`config.mk`:
```
export PLATFORM = sky130hd
export DESIGN_NAME = dual_sram
export DESIGN_NICKNAME = d
export VERILOG_FILES = /design/src/rtl/dual_sram.sv
export SDC_FILE = /design/constraint.sdc
export NUM_CORES = 1
export LEC_CHECK = 0
export BUFFER_PORTS_ARGS = -buffer_cell sky130_fd_sc_hd__buf_2
export CAP_MARGIN = 20
export CORE_MARGIN = 4
export CORE_UTILIZATION = 40
export DETAILED_ROUTE_END_ITERATION = 8
export PLACE_DENSITY = 0.69
export SKIP_LAST_GASP = 1
export SLEW_MARGIN = 20
export SYNTH_ARGS = -nofsm -noshare
export SYNTH_HDL_FRONTEND = slang
export SYNTH_SLANG_ARGS = --single-unit
```
`constraint.sdc`:
```
create_clock -name clk -period 1.9 [get_ports clk]
set_input_delay 0.38 -clock clk [delete_from_list [all_inputs] [get_ports clk]]
set_output_delay 0.38 -clock clk [all_outputs]
set_load 0.01 [all_outputs]
```
`src/rtl/dual_sram.sv`:
```
// dual_sram: true dual-port DEPTH x WIDTH synchronous SRAM, port A wins same-address writes.
// Define DUAL_SRAM_FWD_EN for cross-port write-to-read forwarding; default is read-before-write.
module dual_sram #(
  parameter int WIDTH      = 8,
  parameter int DEPTH      = 8,
  parameter int ADDR_WIDTH = $clog2(DEPTH)
) (
  input  logic                  clk,
  input  logic                  reset,
  input  logic                  chip_sel,
  input  logic                  read_ena_a,
  input  logic [ADDR_WIDTH-1:0] address_a,
  input  logic [WIDTH-1:0]      data_in_a,
  output logic [WIDTH-1:0]      data_out_a,
  input  logic                  read_ena_b,
  input  logic [ADDR_WIDTH-1:0] address_b,
  input  logic [WIDTH-1:0]      data_in_b,
  output logic [WIDTH-1:0]      data_out_b
);
  logic [WIDTH-1:0] mem [DEPTH];
  logic             ok_a, ok_b, wr_a, wr_b;
  logic [WIDTH-1:0] rd_a, rd_b;
  always_comb begin
    ok_a = int'(address_a) < DEPTH;
    ok_b = int'(address_b) < DEPTH;
    wr_a = chip_sel & ~read_ena_a & ok_a;
    wr_b = chip_sel & ~read_ena_b & ok_b;
    rd_a = ok_a ? mem[address_a] : '0;
    rd_b = ok_b ? mem[address_b] : '0;
`ifdef DUAL_SRAM_FWD_EN
    rd_a = (ok_a && wr_b && address_b == address_a) ? data_in_b : rd_a;
    rd_b = (ok_b && wr_a && address_a == address_b) ? data_in_a : rd_b;
`endif
  end
  always_ff @(posedge clk) begin
    if (!reset) begin
      for (int i = 0; i < DEPTH; i++) mem[i] <= '0;
      data_out_a <= '0;
      data_out_b <= '0;
    end else if (chip_sel) begin
      if (read_ena_a) data_out_a <= rd_a;
      if (read_ena_b) data_out_b <= rd_b;
      // A is assigned last so it overrides B on a same-address collision
      if (wr_b) mem[address_b] <= data_in_b;
      if (wr_a) mem[address_a] <= data_in_a;
    end
  end
endmodule

```
# Word-level counts from Yosys, hierarchy flattened
# Memories as Yosys holds them, arrays and structs flattened. A register that Yosys moved wholly into a read port is not among the register bits.
# Index checks and enable logic that the tools add are counted.
op_classes:
  n_mux: 15
  reduce_logical: 6
  bitwise_logic: 4
ops:
  columns: ["cell", "n"]
  rows:
  - ["8-bit 2-to-1 mux", 2]
  - ["8-bit OR reduction", 2]
  - ["1-bit 2-to-1 mux", 11]
  - ["3-bit 2-to-1 mux", 2]
  - ["2-bit AND reduction", 2]
  - ["1-bit bitwise AND", 2]
  - ["1-bit zero test", 2]
  - ["1-bit inverter", 2]
totals:
  reg_bits: 0
  n_memories: 1
  word_cells: 26
  in_bits: 27
  out_inout_bits: 16
  ram_bits: 64
memory_table:
  columns: ["memory", "depth", "word_bits", "read_ports", "rd_clocked_by_memory_dff", "write_ports", "line_no", "source"]
  rows:
  - ["mem", 8, 8, 2, 2, 8, "20", "logic [WIDTH-1:0] mem [DEPTH];"]

# Longest topological paths before layout
# Gate-level depths: netlist of the first run.
logic_depth:
  ltp_word: 8
  mapped_depth: 6
  mapped_depth_nobuf: 3

# Worst setup path after synthesis of the first run
# Ideal clock, no wire load.
synth_timing:
  path_kind: "input to register"
  start: "in address_a[0]"
  end: "mem mem[2][0], enable pin"
  cell_stages: 5
  path_slack_ps: 103
  n_path_buf: 2
  required_time_ps: 1562
  t_arrival_ps: 1459
  path_cell_list: "buf_6 -> nor4b_4 -> and2_1 -> buf_4 -> nand3b_1"
synth_rtl:
  columns: ["item", "line_no", "source"]
  rows:
  - ["start: declaration", "12", "input logic [ADDR_WIDTH-1:0] address_a,"]
  - ["end: declaration", "20", null]

==> results of run 1 <==
per-stage QoR:
step / area (µm²) / setup slack, ps / setup TNS, ps / hold WS [ps] / std cells
5_1_grt: 5713 / 256.4 / 0 / 361.2 / 659
3_3_place_gp: 5356 / -21.05 / -21.05 / 527.4 / 643
6_report: 5713 / 341.4 / 0 / 351.8 / 659
2_1_floorplan: 4967 / 102.5 / 0 / 555.0 / 452
3_5_place_dp: 5356 / -23.17 / -35.26 / 520.0 / 643
4_1_cts: 5713 / 341.1 / 0 / 346.9 / 659
state kept, by name, indices dropped and copies added (netlist names):
| register | cells |
|---|---|
| data_out_a | 8 |
| data_out_b | 8 |
| mem | 64 |
cell type report:
type | instances | area [µm²] | area share (%)
Multi-Input combinational cell | 312 | 2391 | 41.85
Sequential cell | 80 | 2242 | 39.25
Timing Repair Buffer | 75 | 483.0 | 8.454
Clock buffer | 14 | 317.8 | 5.563
Tap cell | 168 | 210.2 | 3.679
Clock inverter | 2 | 38.79 | 0.6789
Inverter | 8 | 30.03 | 0.5256
placed cells by master (no fill, tap or decap), types with 2 or more instances in the layout:
master and instances:
sky130_fd_sc_hd__edfxtp_1 64, sky130_fd_sc_hd__nand3_1 58, sky130_fd_sc_hd__buf_2 42, sky130_fd_sc_hd__o31ai_1 40, sky130_fd_sc_hd__mux2_1 39, sky130_fd_sc_hd__buf_4 31, sky130_fd_sc_hd__a21oi_1 24, sky130_fd_sc_hd__o31ai_2 16
sky130_fd_sc_hd__o21ai_0 16, sky130_fd_sc_hd__dfxtp_1 16, sky130_fd_sc_hd__mux2i_1 14, sky130_fd_sc_hd__nand2_1 12, sky130_fd_sc_hd__clkbuf_16 12, sky130_fd_sc_hd__and3_1 10, sky130_fd_sc_hd__mux2_2 9, sky130_fd_sc_hd__inv_1 8
sky130_fd_sc_hd__a31o_1 8, sky130_fd_sc_hd__nand3b_1 8, sky130_fd_sc_hd__a222oi_1 8, sky130_fd_sc_hd__a31oi_1 8, sky130_fd_sc_hd__and2_4 5, sky130_fd_sc_hd__o22a_1 5, sky130_fd_sc_hd__and2_1 4, sky130_fd_sc_hd__nor2_1 3
sky130_fd_sc_hd__nand2_2 3, sky130_fd_sc_hd__a2bb2oi_1 3, sky130_fd_sc_hd__and4bb_1 2, sky130_fd_sc_hd__and3b_1 2, sky130_fd_sc_hd__mux2_4 2, sky130_fd_sc_hd__nor2b_1 2, sky130_fd_sc_hd__and2_0 2, sky130_fd_sc_hd__buf_12 2
worst reg2reg max path, stage by stage (launching register included):
cell and delay (ps):
sky130_fd_sc_hd__edfxtp_1 430, sky130_fd_sc_hd__mux2_4 290, sky130_fd_sc_hd__a222oi_1 500, sky130_fd_sc_hd__a21oi_1 140
report_power, final:
group | switching (mW) | internal (mW)
combinational | 0.370 | 0.222
sequential | 0.0810 | 2.01
clock | 0.709 | 1.30
per-layer routing:
layer | track usage, % | vias up | share of wire [%]
met2 | 33.13 | 279 | 45
met5 | 0 | - | 0
li1 | - | 1834 | -
met3 | 4.511 | 60 | 11
met1 | 29.56 | 1921 | 40
met4 | 11.02 | 0 | 4.6
how the worst max path moves through the flow:
stage | from | to | slack (ps) | cells after the start
6_report | address_a[0] | data_out_a[3] | 340 | 5
5_1_grt | address_a[0] | data_out_a[3] | 260 | 5
4_1_cts | address_a[0] | data_out_a[2] | 340 | 5
3_5_place_dp | address_a[0] | data_out_a[2] | -20 | 5
3_3_place_gp | address_a[0] | data_out_a[3] | -20 | 5
2_1_floorplan | address_a[0] | mem[2][0] | 100 | 5
cell families after synthesis:
group | synth area share [%]
AOI/OAI and AO/OA | 19.55
buffers and inverters | 6.726
DFF | 45.14
muxes | 14.31
and+or+nand+nor | 14.28
==> run summary, run 1 <==
The run finished with clean final reports. The path with the worst hold slack has its endpoint at mem[4][4]. The layout has 1089 filler cells. Global routing used 21.85% of the available tracks.

Yosys attributes the largest share of cell area to sky130_fd_sc_hd__edfxtp_1, sky130_fd_sc_hd__mux2_1, sky130_fd_sc_hd__dfxtp_1. Data required time of the worst path: 2100 ps. In the post-synthesis netlist, the cell with the most instances is sky130_fd_sc_hd__edfxtp_1. Clock-pin slew was measured on the worst setup and hold paths at 60 ps. In this run, post-CTS repair resized a total of 0 instances. In this run the mean area of a mapped cell was 10.99 µm². The number of nets handed over by synthesis was 479. The total overflow reported by the global router was 0. The final route contains 4094 vias. The tools report the number of antenna violations at the first check in global routing as 0.

The area enclosed by the die boundary was 14260 µm². The maximum number of pins on one net before global-route repair is 33. For this run, the post-layout net count is 513. In the routed layout, each cell is associated on average with a via count of 6.212. The clock reaches the later pin of the worst-skew pair after 340 ps. After detailed routing, the average wire length per cell comes to 23.44 µm. Overall power consumption after layout is estimated at 4.689 mW. The worst min-delay path class was input pin to flip-flop. During synthesis, Yosys emitted a total of 0 warnings. For the final HPWL from detailed placement, the log shows 11220 µm.

For the register-to-register setup slack, the log shows 410 ps. For the total clock buffers created by CTS, the log shows 9. The top achievable clock speed is 641.6 MHz, and the worst slew slack as a fraction of its limit is 60.38%. Relative to the synthesized area, the layout overhead comes to 15.01%. Sequential elements use 45.14% of the synthesized area. The first global-routing pass estimated 23210 µm of wire.

After the first detailed-routing iteration, the DRC count stood at 643. The logs give 0 for the DRC violation count after routing and 4967 µm² for the cell area after technology mapping. The post-route core utilization is 47.37%.

For this design, the CTS-stage hold fixing added 0 buffers. Slowest stage cell on the critical path: sky130_fd_sc_hd__a222oi_1. Setup repair after global routing left no endpoint under its margin.

Of the cells placed in the final design, the portion with a size suffix greater than 1 is 26.07%. At the pin with the least slew margin, the transition time is 592.1 ps. CTS placed an instance of sky130_fd_sc_hd__clkbuf_16 at the clock tree root.

Number of setup violations in the final report: 0. The ratio of total power to cell area was 820.8 nW/µm². After clock tree synthesis, the setup repair step added 0 buffers. The worst-case IR drop observed on VDD is 530.5 µV. In this design, the stage delay of the slowest critical-path cell is 450 ps.

The most common flop cell mapped by yosys is sky130_fd_sc_hd__edfxtp_1. The floorplan step set the die width to 119.4 µm. The weighted congestion at the end of routability-driven global placement was 0.9568; the area share of the largest cell type after synthesis was 38.69%. In this run the deepest clock path goes through 2 buffers.

The leakage power summed over all cells was 2.141 nW. TritonCTS built the clock tree. Data arrives at the worst endpoint at 1760 ps. For the total length of routed wires, the log shows 15450 µm.

On the final layout, the worst clock skew is 8.754 ps. The tools report the number of max-slew violations in the final report as 0. The die is 119.4 µm tall.

On the critical path the largest part of the delay comes from compound AO/OA/AOI/OAI gates. In this run the worst path has a maximum fanout of 32. The commonest cells after synthesis are sky130_fd_sc_hd__edfxtp_1, sky130_fd_sc_hd__nand3_1, sky130_fd_sc_hd__o31ai_1, sky130_fd_sc_hd__mux2_1, sky130_fd_sc_hd__a21oi_1. Logic depth of the worst register-to-register path: 3. By startpoint and endpoint, the worst setup path is classified as input pin to flip-flop. Counting flops with an async set or reset pin after synthesis yields a share of 0%. Terminus of the critical flop-to-flop path: data_out_a[3].

The initialized floorplan defines 40 standard-cell rows. Summed over all instances, the cell type with the most area after synthesis is sky130_fd_sc_hd__edfxtp_1. Traced cell by cell, the critical path runs through buf_2, buf_12, mux2_1, a222oi_1, a21oi_1. The tools report the initial cell density of the core as 41.18%. The critical register-to-register path startpoint is mem[0][3]. The startpoint identified for the worst hold timing path is data_in_b[4].

The remaining number of nets flagged by the antenna check after routing was 0; the area of the placeable core was 12060 µm². The share of the cycle needed by the critical path after routing works out to 82.03%. Element type at the critical path end: a flip-flop. The H-tree generated during clock tree synthesis spans 3 levels.

The run gives 3872 as the via count of the first global-routing pass. The first TritonRoute pass finished after 8 iterations. The buffers plus inverters on the worst setup path is 2, and the number of violations of the max-capacitance limit is 0. The post-synthesis cell type count is 42, and the number of flops mapped to enable cells by yosys is 64.

Clock tree synthesis found a total of 80 sinks. The number of port buffers came out at 42. The logs give 0 for the count of inserted antenna diode cells and 0 for the final hold violation count.

Synthesis inferred 80 register bits. The tools report the sort of element at the start of the critical path as an input pin. The total I/O pin count was 43; the time the final worst path needs with I/O delays and setup was 1559 ps. The worst hold path passes through 2 cells. The run gives 452 as the cell count after synthesis.
Power figures use the tool's default switching activity.
==> inputs of run 2 (changes only) <==
==> constraint.sdc (replaced) <==
create_clock -name clk -period 1.45 [get_ports clk]
set_input_delay 0.29 -clock clk [delete_from_list [all_inputs] [get_ports clk]]
set_output_delay 0.29 -clock clk [all_outputs]
set_load 0.01 [all_outputs]
==> run 2 against run 1 <==
- non-clock buffer count increased by 37
- largest cell class unchanged
- critical endpoint is now data_out_a[7]
- largest power group unchanged
- core utilization up 2.7 points
- worst hold slack got worse by 79 ps
- final cell count rose by 5.6%
==> run summary, run 2 (synthesis gave the netlist of run 1 again) <==
The run finished with clean final reports. The terminus of the critical flop-to-flop path was data_out_a[7]. For the via count of the first global-routing pass, the log shows 4267. Total I/O pin count: 43. The die is 119.4 µm wide. Measured in cells, the most critical reg-to-reg path has a length of 3. The analysis attributes to cell leakage a power of 2.337 nW. The count of TritonRoute iterations in the first routing pass is 7, and the met3 routed wirelength is 1658 µm. The area growth from synthesis to layout is 21.69%. The worst register-to-register path begins at mem[6][7]. The congestion estimate from routability-driven global placement came to 0.9538. The buffers plus inverters on the worst setup path is 0, and the total overflow reported by the global router is 0.

The final layout net count was 550; the final routed wire length divided by cell count was 23.37 µm. The maximum number of pins on one net before global-route repair was 19; the count of clock tree sinks was 80. The slowest stage cell on the critical path was sky130_fd_sc_hd__edfxtp_1.

The worst min-delay path class is input pin to flip-flop. After detailed placement, the design holds a cell count of 680. The tools report the number of max-slew violations in the final report as 0. STA classifies the critical path endpoint as a flip-flop. Of the total power, the share spent switching nets is 26.15%. Using the TritonRoute via totals, the vias-per-cell ratio works out to 6.191. Counting flops per register, the top entry is mem. The number of violations of the max-capacitance limit was 0; the final HPWL from detailed placement was 12420 µm. The tools report the count of instances resized after the clock tree is built as 0.

Data on the critical path arrives at its endpoint at 1630 ps. Summed over all layers, the routed wires come to 16260 µm. Once layout is complete, the cells apart from fillers number 696. By startpoint and endpoint, the worst setup path is classified as flip-flop to flip-flop. STA puts the critical path data required time at 1660 ps. The pin slew with the least headroom to its limit is 467.0 ps, and the number of antenna violations at the first check in global routing is 0.

The initial utilization of the core area, before any placement, comes to 41.18%. No sink is reached through more buffers than the 2 on the longest clock path. Summed over all nets, the switching power comes to 1.534 mW. Once layout is done, the placed cells without fillers occupy 6045 µm². After layout, the worst setup slack is 27.46 ps. The register-to-register setup slack is 30 ps, and the share of the cycle needed by the critical path after routing is 98.11%.

The most critical setup path has its endpoint at data_out_a[7]. For the clock latency of the later-clocked register in the worst-skew pair, the log shows 340 ps. Between clock sinks in the finished design, the worst skew comes to 9.273 ps. Leaving out fill and tap cells, the most frequent cell in the layout is sky130_fd_sc_hd__edfxtp_1.

DRC violation count after routing: 0. The design draws 5.864 mW. The count of cells along the worst hold path came out at 2. Setup violations remaining at the end of the flow were counted as 0. The floorplan step defined a core boundary enclosing 12060 µm². The clock period could shrink to 1423 ps. Post-CTS timing repair inserted 0 buffers for setup. After the first detailed-routing iteration, the DRC count stood at 700. For this run, the slowest stage of the critical path takes 440 ps. The worst slew slack as a fraction of its limit was 68.80%.

Port buffering added 42 buffers. Sort of element at the start of the critical path: a flip-flop. The first global-routing pass estimated 24750 µm of wire. The tools report the buffer type at the clock tree root as sky130_fd_sc_hd__clkbuf_16. Setup repair after global routing left no endpoint under its margin. Final hold analysis gives a worst-case slack of 273.1 ps. Walking the worst path, the cells encountered are mux2_1, a222oi_1, a21oi_1. The largest registers in the layout are mem (64), data_out_a (8), data_out_b (8). Sequential share of power: 47.0%. Measured along the y axis, the die boundary spans 119.4 µm. Clock-pin slew was measured on the worst setup and hold paths at 60 ps. The cell depth of the worst setup path came out at 3. Highest metal layer with signal wires: met4. Once detail routing completed, the nets flagged for antenna violations numbered 0. Counting the buffers created by CTS gives 9.

The number of fill cells in the layout came out at 1055. The number of antenna diodes in the final layout is 0. Across every metal layer, demand over resource in global routing totals 23.11%. TritonCTS built the clock tree.

Leaving out fill and tap cells, the most frequent cells in the layout are sky130_fd_sc_hd__edfxtp_1, sky130_fd_sc_hd__buf_4, sky130_fd_sc_hd__nand3_1, sky130_fd_sc_hd__buf_2, sky130_fd_sc_hd__o31ai_1. The fraction of power consumed by combinational cells is 15.2%. Based on the critical path, the design can be clocked at up to 703.0 MHz. The final hold violation count was 0. The floorplan step defined a die boundary enclosing 14260 µm². The tools report the row count as 40. Quantity of hold-fixing buffers added after cts: 0.

The flip-flop count of the largest register, all copies and words added was 64. Grouping stages by cell kind, the critical path spends the most delay in compound AO/OA/AOI/OAI gates. The tools report the H-tree depth as 3.

The tools report the share of power burned in the clock network as 37.8%. The logs give 6800 µm for the routed metal-1 wire length and 7062 µm for the met2 routed wirelength. Dividing total power by cell area gives a power density of 970.1 nW/µm². In the final layout, the share of cells above drive strength 1 is 31.44%. The worst slack after detailed placement is -266.6 ps, and the biggest fanout along the worst timing path is 2.

The tools report the total placed instance area as 5752 µm². Tracing the worst setup path back leads to its startpoint at mem[6][7]. The number of vias in the routed layout was 4309; the cell-internal power was 4.330 mW.

The worst-case IR drop observed on VDD is 559.6 µV.
==> run 2: worst min path at each step <==
| stage | from | end | slack, ps |
|---|---|---|---|
| 5_1_grt | data_in_b[4] | mem[4][4] | 270 |
| 2_1_floorplan | data_in_b[0] | mem[4][0] | 500 |
| 6_report | data_in_b[5] | mem[4][5] | 270 |
| 3_5_place_dp | data_out_b[3] | data_out_b[3] | 540 |
| 4_1_cts | data_in_b[5] | mem[4][5] | 260 |
| 3_3_place_gp | data_out_b[1] | data_out_b[1] | 540 |
==> run 2: metal layers <==
metal	track usage (%)	vias to the layer above
met4	12.46	0
met2	34.83	299
met5	0	-
li1	-	1912
met1	31.34	2040
met3	4.416	58
==> run 2: metrics by stage <==
stage                     util [%]  TNS [ps]
after floorplan                  -    -11590
after global placement       47.69    -14890
after detailed placement     47.69    -16440
after CTS                    50.11         0
after global routing         50.11         0
final                        50.11         0
==> run 2: power groups by stage <==
stage / sequential [mW] / clock [mW] / combinational [mW]
after floorplan: 2.74 / 0 / 0.492
after global placement: 2.80 / 0 / 0.858
after detailed placement: 2.80 / 0 / 0.866
after CTS: 2.75 / 2.24 / 0.875
after global routing: 2.77 / 2.35 / 0.942
final: 2.75 / 2.22 / 0.893
==> run 2: layout make-up <==
cell class                 count  area (µm²)  area share, %
timing repair buffer         112       873.3          14.45
tap                          168       210.2          3.478
multi-input combinational    312        2396          39.64
clock inverter                 4       25.02         0.4140
sequential                    80        2242          37.09
clock buffer                  12       267.8          4.430
inverter                       8       30.03         0.4968
